`src/rtl/mmstage.sv`:
```
// mmstage: memory-access pipeline stage between the EX/MEM and MEM/WB latches.
// Issues data-cache requests, generates the stage stall, and returns load data,
// SC success flags or ALU results. Owns the LL/SC link register with coherence
// snooping, and the sticky halt flag.
// Ports:
//   CLK, RST               clock, async active-high reset
//   en                     MEM/WB advance enable
//   dRENi/dWENi/datomic    latched load / store / atomic qualifiers
//   halt, RegWEN, rd       latched halt, write enable, destination
//   ALUOut, store          effective address / ALU result, store data
//   dhit, dload            cache completion and load data
//   ccinv, ccsnoopaddr     snoop invalidate strobe and address
//   dREN/dWEN/daddr/dstore cache request
//   mmstall                stage waiting on the cache
//   mmdata, RegWENo, rdo   results to MEM/WB
//   halted                 sticky halt
module mmstage #(
    parameter int unsigned WORD_W = 32,
    parameter int unsigned REG_W  = 5
) (
    input  logic              CLK,
    input  logic              RST,
    input  logic              en,
    input  logic              dRENi,
    input  logic              dWENi,
    input  logic              datomic,
    input  logic              halt,
    input  logic              RegWEN,
    input  logic [REG_W-1:0]  rd,
    input  logic [WORD_W-1:0] ALUOut,
    input  logic [WORD_W-1:0] store,
    input  logic              dhit,
    input  logic [WORD_W-1:0] dload,
    input  logic              ccinv,
    input  logic [WORD_W-1:0] ccsnoopaddr,
    output logic              dREN,
    output logic              dWEN,
    output logic [WORD_W-1:0] daddr,
    output logic [WORD_W-1:0] dstore,
    output logic              mmstall,
    output logic [WORD_W-1:0] mmdata,
    output logic              RegWENo,
    output logic [REG_W-1:0]  rdo,
    output logic              halted
);

    typedef enum logic {IDLE, HOLD} state_t;

    // Word-granular address compare: byte offset bits are ignored.
    localparam logic [WORD_W-1:0] WORD_MASK = ~WORD_W'(3);

    state_t            state, state_next;
    logic              linkvalid;
    logic [WORD_W-1:0] linkaddr;
    logic [WORD_W-1:0] holddata;

    logic link_match, snoop_hit, ll_snoop, scok, complete;
    logic is_ll, is_sc, sc_clear, store_clear;

    function automatic logic word_eq(input logic [WORD_W-1:0] a, input logic [WORD_W-1:0] b);
        return ((a ^ b) & WORD_MASK) == '0;
    endfunction

    assign daddr   = ALUOut;
    assign dstore  = store;
    assign rdo     = rd;
    assign RegWENo = RegWEN;

    // Link qualification; a same-cycle invalidate of the link forces SC failure.
    assign link_match = word_eq(linkaddr, ALUOut);
    assign snoop_hit  = ccinv & word_eq(ccsnoopaddr, linkaddr);
    assign ll_snoop   = ccinv & word_eq(ccsnoopaddr, ALUOut);
    assign scok       = datomic & dWENi & linkvalid & link_match & ~snoop_hit;

    assign is_ll = dRENi & datomic;
    assign is_sc = dWENi & datomic;

    // A failed SC never reaches the cache, so it clears the link when presented.
    assign sc_clear    = (state == IDLE) & is_sc & ~halted & (complete | ~scok);
    assign store_clear = complete & dWEN & ~datomic & link_match;

    // Request, stall and result generation; reset drops any request at once.
    always_comb begin
        state_next = state;
        dREN       = 1'b0;
        dWEN       = 1'b0;
        mmstall    = 1'b0;
        mmdata     = '0;
        complete   = 1'b0;
        if (!RST) begin
            case (state)
                IDLE: begin
                    dREN     = dRENi & ~halted;
                    dWEN     = dWENi & ~halted & (~datomic | scok);
                    mmstall  = (dREN | dWEN) & ~dhit;
                    complete = (dREN | dWEN) & dhit;
                    if (dREN)
                        mmdata = dload;
                    else if (is_sc & ~halted)
                        mmdata = WORD_W'(scok);
                    else
                        mmdata = ALUOut;
                    if (complete & ~en)
                        state_next = HOLD;
                end
                HOLD: begin
                    // Access already done; present captured result until the latch advances.
                    mmdata = holddata;
                    if (en)
                        state_next = IDLE;
                end
                default: state_next = IDLE;
            endcase
        end
    end

    // State, hold buffer, link register and halt flag.
    always_ff @(posedge CLK or posedge RST) begin
        if (RST) begin
            state     <= IDLE;
            linkvalid <= 1'b0;
            linkaddr  <= '0;
            holddata  <= '0;
            halted    <= 1'b0;
        end else begin
            state <= state_next;
            if (complete & ~en)
                holddata <= mmdata;
            if (halt & en)
                halted <= 1'b1;
            // Invalidate wins over a simultaneous LL to the same word.
            if (complete & dREN & is_ll) begin
                linkaddr  <= ALUOut;
                linkvalid <= ~ll_snoop;
            end else if (snoop_hit | sc_clear | store_clear) begin
                linkvalid <= 1'b0;
            end
        end
    end

endmodule

```
`config.mk`:
```
export PLATFORM = sky130hd
export DESIGN_NAME = mmstage
export DESIGN_NICKNAME = d
export VERILOG_FILES = /design/src/rtl/mmstage.sv
export SDC_FILE = /design/constraint.sdc
export NUM_CORES = 1
export LEC_CHECK = 0
export BUFFER_PORTS_ARGS = -buffer_cell sky130_fd_sc_hd__buf_2
export CAP_MARGIN = 20
export CORE_MARGIN = 4
export CORE_UTILIZATION = 44
export DETAILED_ROUTE_END_ITERATION = 12
export GPL_ROUTABILITY_DRIVEN = 1
export PLACE_DENSITY = 0.78
export SYNTH_ARGS = -nofsm -noshare
export SYNTH_HDL_FRONTEND = slang
export SYNTH_SLANG_ARGS = --single-unit
```
`constraint.sdc`:
```
create_clock -name CLK -period 6.2 [get_ports CLK]
set_input_delay 0.31 -clock CLK [delete_from_list [all_inputs] [get_ports CLK]]
set_output_delay 0.31 -clock CLK [all_outputs]
set_load 0.03 [all_outputs]
```
==> Word level (Yosys, flattened, before mapping) <==
Cells that the tools add are included.
{ "totals": {"regBits": 67, "in_bits": 143, "output_inout_bits": 106, "word_cells": 66} }
{ "op_classes": {"mux": 17, "bitwise_logic": 40, "reduce_logical": 4} }
{ "ops": {"columns": ["operator", "count"], "rows": [
  ["logical NOT 32 bit", 3],
  ["two-way mux 32 bit", 3],
  ["bitwise XOR 32 bit", 3],
  ["case mux 32 bit (2 select lines)", 1],
  ["AND 1 bit", 24],
  ["two-way mux 1 bit", 12],
  ["NOT 1 bit", 8],
  ["OR 1 bit", 5],
  ["case mux 1 bit (2 select lines)", 1],
  ["nonzero test 2 bit", 1]
]} }

==> Logic depth before layout (Yosys ltp) <==
Gate-level depths: netlist (run 1).
{ "depth": {"word_depth": 17, "mapped_depth": 7, "mapped_depth_nobuf": 6} }

==> Least setup slack after synthesis (run 1) <==
No wires, ideal clock.
{ "synth_path": {"path_type": "reg-to-output", "startpoint": "register linkaddr[26]", "endpoint": "output port dWEN", "t_arrival_ns": 2.896, "required_time_ns": 5.890, "setup_slack_ns": 2.994, "stages_incl_launch_ff": 7, "n_path_buf": 0, "cell_sequence": "dfrtp_1 -> xor2_1 -> nor4_1 -> nand4_1 -> nor2_4 -> nand2_1 -> a2111oi_0"} }
{ "synth_via": {"elab_chain_cells": 9, "elab_cells_between_ends": 12, "classes_between": "mux: 2; bitwise: 8; reduce/logical: 2"} }
{ "synth_lines": {"columns": ["element", "line", "text"], "rows": [
  ["start: declaration", "54", "logic [WORD_W-1:0] linkaddr;"],
  ["start signal: assignment", "133", "linkaddr <= ALUOut;"],
  ["bitwise XOR 32 bit", "61", "return ((a ^ b) & WORD_MASK) == '0;"],
  ["logical NOT 32 bit", "61", null],
  ["AND 1 bit", "71", "assign snoop_hit = ccinv & word_eq(ccsnoopaddr, linkaddr);"],
  ["NOT 1 bit", "73", "assign scok = datomic & dWENi & linkvalid & link_match & ~snoop_hit;"],
  ["AND 1 bit (*)", "73", null],
  ["OR 1 bit (*)", "94", "dWEN = dWENi & ~halted & (~datomic | scok);"],
  ["AND 1 bit (*)", "94", null],
  ["two-way mux 1 bit (*)", "91", "case (state)"],
  ["two-way mux 1 bit (*)", "90", "if (!RST) begin"],
  ["end: declaration", "37", "output logic dWEN,"]
]} }
Mark *: on every way between the ends. The rest lies on a longest branch, timed or not.

==> Worst setup path after layout (run 1) <==
Same ends and word-level chain as after synthesis.

==> summary.md, run 1 <==
| Metric | Value |
|---|---|
| Min-delay worst type | `in2reg` |
| Maximum clock insertion buffer count | `2` |
| Post-synthesis sequential element count | `65` |
| # IOs | `around 250` |
| Vias/cell | `roughly 5.6` |
| Crit path max fanout | `6` |
| N_diodes | `0` |
| Endpoints failing setup | `0` |
| H-tree levels | `3` |
| Largest net degree at the start of global routing | `70` |
| F_max | `between 300 and 400 MHz` |
| Critical Path RT | `around 5.9 ns` |
| Fin Setup TNS | `0 ns` |
| Hold Path Sink | `halted$_DFFE_PP0P_` |
| PwrDens | `192.9 mW/mm2` |
| Number of global-route vias before repair | `slightly above 4000` |
| PostCTS Resize Cnt | `0` |
| Metal3 WL | `1298 um` |
| Die area | `roughly 0.013 mm2` |
| Clock Sinks | `between 60 and 70` |
| Static leakage | `approximately 2.8 nW` |
| Final HPWL DP | `11500 um` |
| Max Slew Vio Count | `0` |
| Total GRT Usage | `about a quarter` |
| FF-to-FF setup slack | `~3.2 ns` |
| Seq pwr share | `between 40% and 50%` |
| Drt first pass iters | `5` |
| Count leader, synth | `buf_4` |
| Cell Area, Synth | `~0.0049 mm2` |
| WP data arrival | `about 2.7 ns` |
| M1 wire length | `6024 um` |
| Synth cell types | `34` |
| GPL Wtd Cong | `0.9211` |
| Mean post-synth cell area | `between 10 and 15 um2` |
| Post-synth EDFFs | `0` |
| DIE HEIGHT | `113.5 um` |
| Top Metal Used | `met4` |
| CTS tree | `yes` |
| Final worst-path cycle share | `about half` |
| Internal power | `between 700 and 800 uW` |
| Post-CTS Setup Inserts | `0` |
| NetSw | `between 300 and 400 uW` |
| Syn-to-layout area delta | `13.34%` |
| CTS buffer count | `9` |
| Post-DRT Antenna Nets | `0` |
| Fin util | `50.97%` |
| CP endpoint kind | `primary output` |
| Post-synth top area cell | `dfrtp_1` |
| Slew @ Worst Pin | `1.053 ns` |
| Row cnt | `38` |
| Worst Setup Start Kind | `flop` |
| Hold buffer count at cts | `0` |
| Max-cap check violation count | `0` |
| Combinational share of power | `20.0%` |
| GR Overflow Total | `0` |
| Nets | `710` |
| Post-synthesis sequential area ratio | `33.22%` |
| HP Start | `halt` |
| R2r startpoint | `state$_DFFE_PP0N_` |
| Hold Crit Depth | `3` |
| Clk root buf | `clkbuf_8` |
| Core Box Area | `~0.011 mm2` |
| Post-synth top area share | `around a third` |
| CP Class | `reg2out` |
| Async SR Flop Fraction | `100.0%` |
| Status | `completed` |
| Clock power frac | `between 30% and 40%` |
| Slew headroom | `between 20% and 30%` |
| Routed WL | `around 15000 um` |
| Post-Syn Instances | `~480` |
| Clk_lat worst skew | `about 0.35 ns` |
| Die width | `approximately 110 um` |
| Clock Skew | `0.01025 ns` |
| Clock edge transition at the registers on the reported setup and hold paths | `approximately 0.080 ns` |
| Sw Ratio | `~29%` |
| Post-synth top cells | `buf_4, dfrtp_1, xnor2_1` |
| R2R depth | `6` |
| RR Endpoint | `holddata[15]$_DFFE_PP0P_` |
| Synthesized Nets | `slightly above 600` |
| Vias | `between 3000 and 4000` |
| Port Buffers | `170` |
| Residual DRC | `0` |
| Layout cells sized above 1 | `around 45%` |
| Top cells by area, synth | `dfrtp_1, buf_4, xnor2_1` |
| Ys Warns | `0` |
| Starting density of the core | `between 40% and 50%` |
| DRT iter0 DRCs | `about 260` |
| Predominant post-synthesis flop cell | `dfrtp_1` |
| Count of final hold-check violations | `0` |
| Crit path time final | `3.046 ns` |
| RSZ-0062 raised after global routing | `false` |
| Routed WL per cell | `around 21 um` |
| Initial antenna violation count | `0` |
| Met2 WL | `around 7300 um` |
| VDD IR max | `94.45 uV` |
| First-pass GRT wire length | `around 23000 um` |
-- final cells by class --
type	count	area, um2
repair buffers	174	880.8
flip-flops and latches	65	1628
inverters	3	11.26
fillers	997	5339
well taps	140	175.2
clock buffers	13	168.9
multi-input cells	314	2625
clock inverters	2	60.06
-- kinds of logic (layout without fill, tap and decap cells) --
kind of cell    Yosys count  in the layout  synth area share (%)
compound gates           46             46                 8.357
buf+inv                  97            192                 13.31
simple gates            116            116                 13.29
mux                      62             62                 15.72
xor+xnor                 90             90                 16.10
flops                    65             65                 33.22
-- worst max-delay path, cell delays in order, from the launching register on --
cell,delay (ns)
dfrtp_1,0.42
xor2_1,0.17
nor4_1,0.39
nand4_1,0.26
nor2_4,0.25
nand2_1,0.10
a2111oi_0,0.50
buf_2,0.29
-- per-stage QoR --
stage / setup WS (ns) / total power [mW] / hold WS (ns) / instances / cell area, um2
after floorplan: 2.994 / 0.6164 / 0.4237 / 476 / 4896
after global placement: 3.360 / 0.6496 / 0.4865 / 696 / 5320
after detailed placement: 3.190 / 0.6533 / 0.4942 / 696 / 5320
after CTS: 3.155 / 1.083 / 0.1577 / 711 / 5549
after global routing: 2.990 / 1.118 / 0.1799 / 711 / 5549
final: 3.154 / 1.071 / 0.1683 / 711 / 5549
-- state kept, by name, indices dropped and copies added, names as in the netlist --
name	cells
halted	1
holddata	32
linkaddr	30
linkvalid	1
state	1
-- layout by cell type (no fill, tap or decap), types with 11 or more instances in the layout --
master	instances
nor3_1	35
dfrtp_1	64
buf_2	170
mux2_2	43
clkbuf_8	12
xnor2_1	56
xor2_1	34
nor2b_1	34
mux2_4	19
nand4_1	16
nor4_1	11
a221oi_1	32
-- layer usage --
metal,GRT usage [%],vias to the layer above
met5,0,-
met4,7.692,0
met3,5.942,41
met2,39.07,195
met1,29.21,1944
li1,-,1811
-- worst max path at each step --
stage,to,start,depth (start not counted)
6_report,dWEN,linkaddr[26]$_DFFE_PP0P_,7
5_1_grt,holddata[7]$_DFFE_PP0P_,state$_DFFE_PP0N_,6
4_1_cts,dWEN,linkaddr[26]$_DFFE_PP0P_,7
3_5_place_dp,holddata[15]$_DFFE_PP0P_,state$_DFFE_PP0N_,6
3_3_place_gp,holddata[11]$_DFFE_PP0P_,state$_DFFE_PP0N_,6
2_1_floorplan,dWEN,linkaddr[26]$_DFFE_PP0P_,6
-- power by group through the flow --
stage                     Clock [mW]  Sequential (mW)  Combinational, mW
final                          0.426            0.431              0.214
after global routing           0.457            0.431              0.231
after CTS                      0.437            0.430              0.216
after detailed placement           0            0.439              0.215
after global placement             0            0.438              0.211
after floorplan                    0            0.438              0.178
(Power assumes the default switching activity.)
==> run 2: changes to the inputs <==
Clock period 6.2 ns to 3.14 ns, I/O delays scaled along.
==> run 2 against run 1 <==
Effect of this change:
- flip-flop and latch count is the same
- first-iteration DRC count is 24% lower
- via count is 0.20% higher
- critical path type unchanged
- clock skew rose by 0.0080 ns
- cell count grew 0.70%
- critical endpoint unchanged
- utilization rose by 0.13 points
- global-route usage increased by 0.34 points
- worst hold slack worse by 0.14 ns
- critical path depth unchanged
==> summary.md, run 2 (synthesis gave the netlist of run 1 again) <==
| Metric | Value |
|---|---|
| Status | `completed` |
| Total GRT Usage | `a little under a quarter` |
| CP Class | `reg2out` |
| PostCTS Resize Cnt | `0` |
| Die area | `between 0.01 and 0.015 mm2` |
| Commonest non-fill, non-tap cells in the layout | `buf_2, dfrtp_1, xnor2_1` |
| Seq pwr share | `41.9%` |
| Initial antenna violation count | `0` |
| H-tree levels | `3` |
| WP data arrival | `about 2.7 ns` |
| NetSw | `~650 uW` |
| Total power | `between 2 and 2.5 mW` |
| Critical Path RT | `roughly 3 ns` |
| Vias | `3999` |
| Largest net degree at the start of global routing | `69` |
| Commonest non-fill, non-tap cell in the layout | `buf_2` |
| Row cnt | `38` |
| Crit path max fanout | `6` |
| Hold buffer count at cts | `0` |
| Crit path time final | `about 2.8 ns` |
| CTS tree | `yes` |
| Core Box Area | `~0.011 mm2` |
| Fin Setup TNS | `0 ns` |
| GPL Wtd Cong | `0.9310` |
| First-pass GRT wire length | `23420 um` |
| Final cell count without fillers | `~700` |
| CP peak stage delay | `about 0.46 ns` |
| Starting density of the core | `44.97%` |
| Max-cap check violation count | `0` |
| Clk root buf | `clkbuf_8` |
| Maximum clock insertion buffer count | `2` |
| Static leakage | `2.816 nW` |
| DP Cell Count | `700` |
| Worst Setup Start Kind | `flop` |
| Max Slew Vio Count | `0` |
| Layout cells sized above 1 | `between 40 and 50%` |
| Internal power | `between 1 and 1.5 mW` |
| RSZ-0062 raised after global routing | `false` |
| VDD IR max | `~230 uV` |
| Routed WL per cell | `21.28 um` |
| CP max-delay cell | `a2111oi_0` |
| Clock edge transition at the registers on the reported setup and hold paths | `approximately 0.08 ns` |
| Post-CTS Setup Inserts | `0` |
| Drt first pass iters | `5` |
| Placed Instance Area | `approximately 0.0054 mm2` |
| Sw Ratio | `between 30% and 40%` |
| N_diodes | `0` |
| Slew @ Worst Pin | `around 0.63 ns` |
| Die width | `roughly 110 um` |
| PwrDens | `364.2 mW/mm2` |
| CTS buffer count | `9` |
| F_max | `354.1 MHz` |
| Final worst-path cycle share | `between 80% and 90%` |
| Clock Skew | `0.01827 ns` |
| Most flops, register | `holddata` |
| Vias/cell | `5.585` |
| Crit-path cells | `xor2_1 > nor4_1 > nand4_1 > nor2_4 > nand2_1 > a2111oi_0 > buf_2` |
| Slew headroom | `58.20%` |
| CP bufs+invs | `1` |
| Combinational share of power | `21.0%` |
| GR Overflow Total | `0` |
| Delay-heaviest family, CP | `simple AND/OR/NAND/NOR gates` |
| DIE HEIGHT | `roughly 110 um` |
| Final HPWL DP | `between 10000 and 15000 um` |
| Clock power frac | `37.0%` |
| Clk_lat worst skew | `between 0.3 and 0.4 ns` |
| Clock Sinks | `65` |
| Design area | `roughly 0.0056 mm2` |
| Syn-to-layout area delta | `13.62%` |
| Number of global-route vias before repair | `~4200` |
| Residual DRC | `0` |
| Post-DRT Antenna Nets | `0` |
| CP endpoint kind | `primary output` |
| Routed WL | `~15000 um` |
| DRT iter0 DRCs | `about 200` |
| Count of final hold-check violations | `0` |
| # IOs | `~250` |
| Max reg flops | `32` |
| Nets | `around 700` |
| Port Buffers | `170` |
| Top Registers | `holddata (32), linkaddr (30)` |
| Min-delay worst type | `in2reg` |
| Endpoints failing setup | `0` |
-- run 2: changes by cell type in the layout (fill, tap and decap cells not counted), sizes merged --
| cell | previous run | this run |
|---|---|---|
| buf | 174 | 178 |
| clkbuf | 13 | 9 |
| clkinv | 0 | 1 |
| bufinv | 2 | 1 |
| clkinvlp | 0 | 2 |
| inv | 3 | 6 |
-- run 2: power by group through the flow --
stage	Combinational, mW	Sequential (mW)	Clock, mW
after floorplan	0.352	0.865	0
after global placement	0.421	0.866	0
after detailed placement	0.427	0.866	0
after CTS	0.430	0.849	0.768
after global routing	0.460	0.851	0.805
final	0.426	0.850	0.750
-- run 2: stage by stage --
step           utilization, %  hold WS (ns)  worst slack [ns]
3_3_place_gp            49.25        0.3142            0.5998
4_1_cts                 51.09      0.005607            0.2687
5_1_grt                 51.09      0.005882            0.1176
2_1_floorplan               -        0.2707           0.08709
3_5_place_dp            49.25        0.3142            0.4912
6_report                51.09       0.02810            0.3162
-- run 2: tightest hold or removal path: cells and delay by family --
kind,cells,cell delay [ns]
buffers and inverters,1,0.08
AND/OR/NAND/NOR,2,0.11
-- run 2: final cells by class --
cell class	instances	area [um2]
fill	989	5325
multi-input combinational	314	2625
sequential	65	1628
timing repair buffer	178	923.4
tap	140	175.2
clock buffer	9	123.9
clock inverter	7	76.32
inverter	3	11.26
-- run 2: layer usage --
layer | track usage [%] | up-vias | share of wire [%]
met5 | 0 | - | 0
met4 | 7.772 | 0 | 2.5
met3 | 5.995 | 40 | 9.5
met2 | 40.71 | 210 | 50
met1 | 28.77 | 1922 | 38
li1 | - | 1827 | -
-- run 2: path summary, 6_finish.rpt --
| check | slack (ns) | depth (start not counted) | from | endpoint |
|---|---|---|---|---|
| worst max-delay path | 0.32 | 7 | linkaddr[21]$_DFFE_PP0P_ | dWEN |
| worst min-delay path | 0.03 | 3 | halt | halted$_DFFE_PP0P_ |
| worst max register to register | 0.41 | 7 | linkaddr[15]$_DFFE_PP0P_ | holddata[7]$_DFFE_PP0P_ |
| worst min register to register | 0.51 | 1 | holddata[23]$_DFFE_PP0P_ | holddata[23]$_DFFE_PP0P_ |
| max in group asynchronous | 2.16 | 4 | RST | linkaddr[20]$_DFFE_PP0P_ |
| min in group asynchronous | 0.21 | 3 | RST | holddata[10]$_DFFE_PP0P_ |
